==> config.mk <==
export PLATFORM = sky130hd
export DESIGN_NAME = oscillator_counter_flat
export DESIGN_NICKNAME = d
export VERILOG_FILES = /design/src/rtl/synth_pkg.sv /design/src/rtl/oscillator_counter_if.sv /design/src/rtl/note_period_rom.sv /design/src/rtl/oscillator_counter.sv /design/src/flat_wrapper.sv
export SDC_FILE = /design/constraint.sdc
export NUM_CORES = 1
export LEC_CHECK = 0
export CAP_MARGIN = 0
export CORE_ASPECT_RATIO = 2
export CORE_MARGIN = 5
export CORE_UTILIZATION = 58
export CTS_CLUSTER_DIAMETER = 40
export DETAILED_ROUTE_END_ITERATION = 16
export PLACE_DENSITY = 0.85
export SLEW_MARGIN = 5
export SYNTH_ARGS = -nofsm -noshare
export SYNTH_HDL_FRONTEND = slang
export SYNTH_SLANG_ARGS = --single-unit
==> constraint.sdc <==
create_clock -name clk -period 4.9 [get_ports clk]
set_input_delay 0.49 -clock clk [delete_from_list [all_inputs] [get_ports clk]]
set_output_delay 0.49 -clock clk [all_outputs]
set_load 0.01 [all_outputs]
==> src/rtl/synth_pkg.sv <==
// Shared constants and types for the note oscillators feeding sequential_divider.
// The base period table is the octave-4 period (in 10 MHz clocks) of each semitone.
package synth_pkg;

  localparam int CNT_W      = 16;
  localparam int SAMPLE_CYC = 256;
  localparam int OCT_W      = 2;
  localparam int NUM_NOTES  = 12;

  typedef logic [3:0] note_t;

  localparam note_t NOTE_REST = 4'd0;

  // C4..B4, index 0 corresponds to note_sel = 1
  localparam logic [CNT_W-1:0] BASE_PERIOD [NUM_NOTES] = '{
    16'd38222, 16'd36078, 16'd34053, 16'd32141,
    16'd30337, 16'd28635, 16'd27027, 16'd25510,
    16'd24079, 16'd22727, 16'd21452, 16'd20248
  };

  function automatic logic is_active(input note_t n);
    return (n >= 4'd1) && (n <= 4'd12);
  endfunction

endpackage

==> src/rtl/oscillator_counter_if.sv <==
// Note-select inputs and the operand pair handed to the downstream divider.
// Handshake: the operand pair (divider, dividend, en) is valid and stable from one
// sample_strobe pulse to the next; there is no ready, the consumer must accept every strobe.
interface oscillator_counter_if #(
  parameter int CNT_W = synth_pkg::CNT_W,
  parameter int OCT_W = synth_pkg::OCT_W
);

  logic [3:0]       note_sel;
  logic [OCT_W-1:0] octave;
  logic [CNT_W-1:0] divider;
  logic [CNT_W-1:0] dividend;
  logic             en;
  logic             sample_strobe;

  modport master (
    input  note_sel,
    input  octave,
    output divider,
    output dividend,
    output en,
    output sample_strobe
  );

  modport slave (
    output note_sel,
    output octave,
    input  divider,
    input  dividend,
    input  en,
    input  sample_strobe
  );

endinterface

==> src/rtl/note_period_rom.sv <==
// Combinational lookup from note number to its octave-4 period; rests return 0.
module note_period_rom
  import synth_pkg::*;
#(
  parameter int W = CNT_W
) (
  input  note_t        note,
  output logic [W-1:0] period
);

  always_comb begin
    period = '0;
    case (note)
      4'd1:    period = W'(BASE_PERIOD[0]);
      4'd2:    period = W'(BASE_PERIOD[1]);
      4'd3:    period = W'(BASE_PERIOD[2]);
      4'd4:    period = W'(BASE_PERIOD[3]);
      4'd5:    period = W'(BASE_PERIOD[4]);
      4'd6:    period = W'(BASE_PERIOD[5]);
      4'd7:    period = W'(BASE_PERIOD[6]);
      4'd8:    period = W'(BASE_PERIOD[7]);
      4'd9:    period = W'(BASE_PERIOD[8]);
      4'd10:   period = W'(BASE_PERIOD[9]);
      4'd11:   period = W'(BASE_PERIOD[10]);
      4'd12:   period = W'(BASE_PERIOD[11]);
      default: period = '0;
    endcase
  end

endmodule

==> src/rtl/oscillator_counter.sv <==
// Free-running note phase counter; snapshots phase/period once per sample window
// so the downstream divider can form a sawtooth sample.
module oscillator_counter
  import synth_pkg::*;
#(
  parameter int CNT_W      = synth_pkg::CNT_W,
  parameter int SAMPLE_CYC = synth_pkg::SAMPLE_CYC,
  parameter int OCT_W      = synth_pkg::OCT_W
) (
  input  logic                 clk,
  input  logic                 rst,
  oscillator_counter_if.master bus
);

  localparam int TICK_W = $clog2(SAMPLE_CYC);

  note_t             note_q;
  logic [OCT_W-1:0]  oct_q;
  logic [CNT_W-1:0]  phase;
  logic [TICK_W-1:0] tick;

  logic [CNT_W-1:0]  base;
  logic [CNT_W-1:0]  per;
  logic              active;
  logic              changed;
  logic              tick_last;

  note_period_rom #(.W(CNT_W)) u_rom (
    .note   (note_q),
    .period (base)
  );

  // Period and activity come from the registered note, so a note change on a
  // sample edge still presents the old, self-consistent phase/period pair.
  assign per       = base >> oct_q;
  assign active    = is_active(note_q);
  assign changed   = {bus.note_sel, bus.octave} != {note_q, oct_q};
  assign tick_last = (tick == TICK_W'(SAMPLE_CYC - 1));

  always_ff @(posedge clk or posedge rst) begin
    if (rst) begin
      note_q            <= NOTE_REST;
      oct_q             <= '0;
      phase             <= '0;
      tick              <= '0;
      bus.divider       <= '1;
      bus.dividend      <= '0;
      bus.en            <= 1'b0;
      bus.sample_strobe <= 1'b0;
    end else begin
      note_q <= bus.note_sel;
      oct_q  <= bus.octave;
      tick   <= tick + TICK_W'(1);

      if (changed) begin
        phase <= '0;
      end else if (active) begin
        phase <= (phase == per - CNT_W'(1)) ? '0 : phase + CNT_W'(1);
      end else begin
        phase <= '0;
      end

      bus.sample_strobe <= tick_last;
      if (tick_last) begin
        if (active) begin
          bus.dividend <= phase;
          bus.divider  <= per;
          bus.en       <= 1'b1;
        end else begin
          bus.dividend <= '0;
          bus.divider  <= '1;
          bus.en       <= 1'b0;
        end
      end
    end
  end

endmodule

==> src/flat_wrapper.sv <==
// flat-port wrapper written by rule: the top's interface ports become plain ports
module oscillator_counter_flat import synth_pkg::*;
#(
  parameter int CNT_W      = synth_pkg::CNT_W,
  parameter int SAMPLE_CYC = synth_pkg::SAMPLE_CYC,
  parameter int OCT_W      = synth_pkg::OCT_W
)
  (clk, rst, bus_note_sel, bus_octave, bus_divider, bus_dividend, bus_en, bus_sample_strobe);
  oscillator_counter_if #(.CNT_W(CNT_W), .OCT_W(OCT_W)) bus_i ();
  input  logic clk;
  input  logic rst;
  input wire logic [$bits(bus_i.note_sel)-1:0] bus_note_sel;
  input wire logic [$bits(bus_i.octave)-1:0] bus_octave;
  output wire logic [$bits(bus_i.divider)-1:0] bus_divider;
  output wire logic [$bits(bus_i.dividend)-1:0] bus_dividend;
  output wire logic [$bits(bus_i.en)-1:0] bus_en;
  output wire logic [$bits(bus_i.sample_strobe)-1:0] bus_sample_strobe;
  assign bus_i.note_sel = bus_note_sel;
  assign bus_i.octave = bus_octave;
  assign bus_divider = bus_i.divider;
  assign bus_dividend = bus_i.dividend;
  assign bus_en = bus_i.en;
  assign bus_sample_strobe = bus_i.sample_strobe;
  oscillator_counter #(.CNT_W(CNT_W), .SAMPLE_CYC(SAMPLE_CYC), .OCT_W(OCT_W)) u_core (.clk(clk), .rst(rst), .bus(bus_i));
endmodule
==> results of run 1 <==
power groups by stage:
stage | Sequential [mW] | Clock (mW) | Combinational, mW
floorplan | 0.543 | 0 | 0.191
global placement | 0.549 | 0 | 0.239
detailed placement | 0.549 | 0 | 0.243
CTS | 0.540 | 0.613 | 0.244
global route | 0.541 | 0.634 | 0.269
finish | 0.541 | 0.604 | 0.249
worst max-delay path by stage:
stage,end,cells after the start,start
after floorplan,u_core.phase[10],14,u_core.note_q[0]
after global placement,u_core.phase[10],11,u_core.note_q[3]
after detailed placement,u_core.phase[11],14,u_core.note_q[1]
after CTS,u_core.phase[13],14,u_core.note_q[1]
after global routing,u_core.phase[8],12,u_core.note_q[2]
final,u_core.phase[13],12,u_core.note_q[2]
sequential cells by signal, indices dropped and copies added (netlist names):
register,cells
u_core.tick,8
u_core.bus.en,1
u_core.note_q,4
u_core.bus.divider,16
u_core.bus.sample_strobe,1
u_core.bus.dividend,16
u_core.oct_q,2
u_core.phase,16
area by class of cell:
class / instances / share of cell area
multi-input cells: 391 / 0.502
flip-flops and latches: 64 / 0.310
repair buffers: 56 / 0.0999
clock buffers: 14 / 0.0524
well taps: 94 / 0.0225
inverters: 16 / 0.0115
clock inverters: 2 / 0.00239
cells in the mapped netlist, types with 5 or more instances:
master / instances / share of area
ha_1: 10 / 0.028
clkbuf_1: 10 / 0.0083
inv_1: 14 / 0.012
nor3_1: 11 / 0.012
o211ai_1: 6 / 0.0099
nand2_1: 66 / 0.055
dfrtp_1: 48 / 0.26
a31oi_1: 6 / 0.0083
or2_2: 5 / 0.0069
buf_4: 5 / 0.0083
a21oi_1: 28 / 0.031
xor2_1: 16 / 0.031
nor4_1: 8 / 0.011
mux2i_1: 11 / 0.024
dfstp_2: 16 / 0.093
nor2_1: 28 / 0.023
o22a_1: 6 / 0.012
nor2b_1: 7 / 0.0096
and3_1: 10 / 0.014
buf_2: 10 / 0.011
nand2b_1: 8 / 0.011
and2_1: 7 / 0.0096
a21oi_2: 10 / 0.019
buf_6: 5 / 0.012
xnor2_1: 24 / 0.046
nand3_1: 38 / 0.042
worst max-delay path, cell delays in order (launching register included):
cell	delay, ns
dfrtp_1	0.86
nor3b_1	0.37
nor4_1	0.14
nor3_1	0.31
o2bb2ai_1	0.24
ha_1	0.30
nand3_4	0.12
or4_4	0.46
nor3_2	0.18
o2bb2ai_1	0.12
nor4_4	0.63
buf_4	0.30
a21oi_2	0.07
layer usage:
metal	up-vias	routed length (um)	global-route usage
met5	-	0	0
met4	0	871	0.206
met3	67	477	0.0410
met2	163	7250	0.509
met1	2038	4380	0.283
li1	1886	-	-
cells by family after synthesis:
kind of cell,synth area share
XOR/XNOR,0.0772
buffers and inverters,0.0642
multiplexers,0.0367
AO/OA/AOI/OAI,0.189
adder cells (fa/ha/maj),0.0276
AND/OR/NAND/NOR,0.248
flip-flops,0.357
stage by stage:
stage / utilization / area (um2)
after floorplan: - / 4540
after global placement: 0.651 / 4950
after detailed placement: 0.651 / 4950
after CTS: 0.689 / 5230
after global routing: 0.689 / 5230
final: 0.689 / 5230
==> impl_results.md, run 1 <==
* Final std cells w/o fill at 637
* Final-report max-slew violation count at 0
* CTS Root Cell: clkbuf_16
* Via count at 4,154
* Die width at 72.5 um
* Max VDD drop at 299 uV
* Worst skew pair latency at 0.33 ns
* Reg area at 1620 um2
* Internal at 1.00 mW
* Final count of hold timing violations at 0
* Outcome: finished, final reports clean
* Core Box Area at 7600 um2
* Synth Flop Type: dfrtp_1
* Critical Path Start Type: register
* Clock sinks at 64
* Post-synth EDFFs at 0
* Lkg Pwr at 2.24 nW
* Setup CP Type: reg2reg
* Hold slack at 0.460 ns
* GPL Wtd Cong at 1.03
* Die Y at 135 um
* Routed len/inst at 20.4 um
* Relative slew slack at 0.469
* Power per cell area at 266 nW/um2
* Final Cycle Share at 0.865
* Net load switching power at 0.389 mW
* Clock transition at path regs at 0.06 ns
* GRT overflow at 0
* Initial detailed-routing violation count at 424
* CP arrival at 4.44 ns
* Synthesized cell area at 4540 um2
* Hold EP: u_core.bus.dividend[4]
* Post-Place Setup Slack at 0.731 ns
* Initial Util at 0.597
* R2r startpoint: u_core.note_q[2]
* Fraction of layout cells with a size suffix above 1 at 0.145
* Reg2Reg Depth at 12
* RSZ-0062 raised after global routing: false
* Hold Path Depth at 2
* Total track usage at 0.283
* Drt via density at 6.52
* First-pass GRT wire length at 21,500 um
* Power consumption at 1.39 mW
* Sequential share of the synthesized area at 0.357
* Min-delay src: u_core.bus.dividend[4]
* Post-DP HPWL at 9610 um
* Period minus WS final at 4.24 ns
* Largest net degree at the start of global routing at 65
* Post-Synthesis Cells at 508
* DRC errors left at 0
* PortBufs at 41
* Area Overhead vs Synth at 15.3%
* R2R Setup Slk at 0.66 ns
* Register share of total power at 0.388
* Final setup fails at 0
* Filler instances at 601
* CTS hold repair buffers at 0
* First-pass iteration count of the detailed router at 5
* H-Tree Level Count at 3
* Least-Margin Pin Slew at 0.796 ns
* Logic pwr share at 0.179
* FFs w/ async S/R, synth at 1.00
* Clock buffer depth at 2
* Final Skew at 0.00688 ns
* Nets at 556
* # diodes at 0
* Flops & latches, synth at 64
* Final worst setup slack at 0.661 ns
* Most frequent cells in the layout: nand2_1, dfrtp_1, clkdlybuf4s50_1
* Initial antenna violation count at 0
* Post-CTS Setup Inserts at 0
* PostCTS Resize Cnt at 0
* Worst-path fanout max at 24
* Max cap viols at 0
* Final WL at 13,000 um
* Worst R2R End: u_core.phase[13]
* Syn_nets at 526
* Commonest non-fill, non-tap cell in the layout: nand2_1
* Area of the multi-input gates at 2630 um2
* Std cell rows at 45
* Fmax at 0.236 GHz
* Final ANT Viol Nets at 0
* Total negative slack at 0 ns
* Mean post-synth cell area at 8.93 um2
* Hold crit path type: reg2reg
* Placed Cells at 621
* Ys Warns at 0
* Vias in the first global route at 4,359
* Worst Path Required at 5.10 ns
* Clock network power share at 0.433
* Die area at 9800 um2
* Top Ports at 42
* Sw frac at 0.279
* CTS tree: done
* TritonCTS Buffers at 9
* CP Capture Type: register
* Unique masters post-synth at 81
Note: power is estimated with default switching activity, not from simulation.
==> inputs of run 2 (changes only) <==
CORE_UTILIZATION = 60   (was 58)
DONT_BUFFER_PORTS = 1   (was not set)
PLACE_DENSITY = 0.81   (was 0.85)
==> impl_results.md, run 2 (same netlist as run 1, synthesis figures left out) <==
* Total length of routed met2 wires at 5450 um (-25%)
* Hold slack at 0.186 ns (-0.274 ns)
* M1 WL at 4240 um (-3.2%)
* DRC errors left at 0 (unchanged)
* Initial Util at 0.606 (+0.00898)
* Lkg Pwr at 2.06 nW (-8.1%)
* Worst-path fanout max at 22 (-8.3%)
* H-Tree Level Count at 3 (unchanged)
* Fmax at 0.241 GHz (+2.3%)
* PortBufs at 0 (-100%)
* Relative slew slack at 0.306 (-0.163)
* Vias in the first global route at 3,779 (-13%)
* Critical path launch point: u_core.note_q[3]
* Commonest non-fill, non-tap cell in the layout: nand2_1
* First-pass iteration count of the detailed router at 7 (+2)
* Worst skew pair latency at 0.33 ns (about the same)
* Initial detailed-routing violation count at 300 (-29%)
* CP Capture Type: register
* TritonCTS Buffers at 9 (unchanged)
* Final ANT Viol Nets at 0 (unchanged)
* Top Ports at 42 (unchanged)
* Most frequent cells in the layout: nand2_1, dfrtp_1, nand3_1
* Hold crit path type: in2reg
* CP arrival at 4.35 ns (-0.09 ns)
* Post-CTS Setup Inserts at 0 (unchanged)
* Final-report max-slew violation count at 0 (unchanged)
* Post-Place Setup Slack at 0.852 ns (+0.122 ns)
* Fin util at 0.636 (-0.0526)
* Least-Margin Pin Slew at 1.04 ns (+0.245 ns)
* Initial antenna violation count at 0 (unchanged)
* Max VDD drop at 244 uV (-18%)
* Power consumption at 1.33 mW (-4.3%)
* Final Cycle Share at 0.846 (-0.0194)
* Reg area at 1620 um2 (unchanged)
* Worst Path Required at 5.11 ns (about the same)
* Setup CP Type: reg2reg
* RSZ-0062 raised after global routing: false
* PostCTS Resize Cnt at 0 (unchanged)
* Die Y at 133 um (-1.6%)
* Routed met3 length at 788 um (+65%)
* Final setup fails at 0 (unchanged)
* R2r startpoint: u_core.note_q[3]
* Critical Path Start Type: register
* Core Box Area at 7490 um2 (-1.5%)
* Total track usage at 0.240 (-0.0435)
* CTS hold repair buffers at 0 (unchanged)
* Final worst setup slack at 0.756 ns (+0.0953 ns)
* Power per cell area at 280 nW/um2 (+5.2%)
* Total negative slack at 0 ns (unchanged)
* First-pass GRT wire length at 18,300 um (-15%)
* Largest net degree at the start of global routing at 65 (unchanged)
* Drt via density at 6.49 (-0.53%)
* Clock buffer depth at 2 (unchanged)
* Die width at 71.5 um (-1.4%)
* Final count of hold timing violations at 0 (unchanged)
* GRT overflow at 0 (unchanged)
* Max cap viols at 0 (unchanged)
* Std cell rows at 45 (unchanged)
* Fraction of layout cells with a size suffix above 1 at 0.151 (+0.00572)
* Final Skew at 0.00574 ns (-0.00114 ns)
* Area of the multi-input gates at 2630 um2 (unchanged)
* Nets at 510 (-8.3%)
* Via count at 3,827 (-7.9%)
* CTS Root Cell: clkbuf_16
* Post-DP HPWL at 7780 um (-19%)
* Min-delay src: bus_note_sel[0]
* Clock sinks at 64 (unchanged)
* CTS tree: done
* Outcome: finished, final reports clean
* Filler instances at 627 (+4.3%)
* GPL Wtd Cong at 0.980 (-5.2%)
* Clock transition at path regs at 0.05 ns (about the same)
* # diodes at 0 (unchanged)
* Routed len/inst at 18.5 um (-9.3%)
* Area Overhead vs Synth at 4.94%
* Die area at 9510 um2 (-3.0%)
* Final WL at 10,900 um (-16%)
* Highest metal used: met4
* R2R Setup Slk at 0.76 ns (+0.10 ns)
* Top flop regs: u_core.bus.dividend x16, u_core.bus.divider x16, u_core.phase x16
* Period minus WS final at 4.14 ns (-0.0953 ns)
[run 2: cell types whose count changed in the layout (fill, tap and decap cells not counted), sizes merged]
cell / before / now
clkinvlp: 1 / 3
clkbuf: 14 / 9
clkdlybuf4s50: 41 / 0
buf: 15 / 10
clkinv: 2 / 4
[run 2: metrics by stage]
step                      cells  cell area [um2]
after CTS                   590             4760
after detailed placement    575             4500
after floorplan             508             4540
final                       590             4760
after global placement      575             4500
after global routing        590             4760
[run 2: path summary, 6_finish.rpt]
kind,to,depth (start not counted)
max in group asynchronous,u_core.note_q[3],2
worst max-delay path,u_core.phase[2],13
worst max register to register,u_core.phase[2],13
worst min register to register,u_core.tick[4],1
min in group asynchronous,u_core.bus.dividend[5],2
worst min-delay path,u_core.note_q[0],0
[run 2: final cells by class]
class                      instances  area share
sequential                        64       0.341
timing repair buffer              10      0.0158
clock inverter                     6     0.00788
inverter                          16      0.0126
clock buffer                       9      0.0473
multi-input combinational        391       0.551
tap                               94      0.0247
[run 2: critical path, stage by stage (launching register included)]
cell and delay [ns]:
dfrtp_1 0.82, buf_4 0.35, nand2b_1 0.22, o22ai_1 0.16, nor3_1 0.34, o2bb2ai_1 0.24, ha_1 0.30, nand3_4 0.12
or4_4 0.46, nor3_2 0.18, o2bb2ai_1 0.13, nor4_4 0.27, buf_4 0.29, a21oi_1 0.11
[run 2: where the power goes]
group / internal (mW) / switching [mW] / total, mW / leakage [nW]
Sequential: 0.532 / 0.0164 / 0.548 / 0.807
Combinational: 0.0807 / 0.142 / 0.222 / 1.13
Clock: 0.335 / 0.228 / 0.563 / 0.123
Total: 0.948 / 0.386 / 1.33 / 2.06
[run 2: routing by layer]
layer,vias up,GRT usage
met3,41,0.0471
met4,0,0.115
met2,158,0.395
li1,1793,-
met5,-,0
met1,1835,0.293
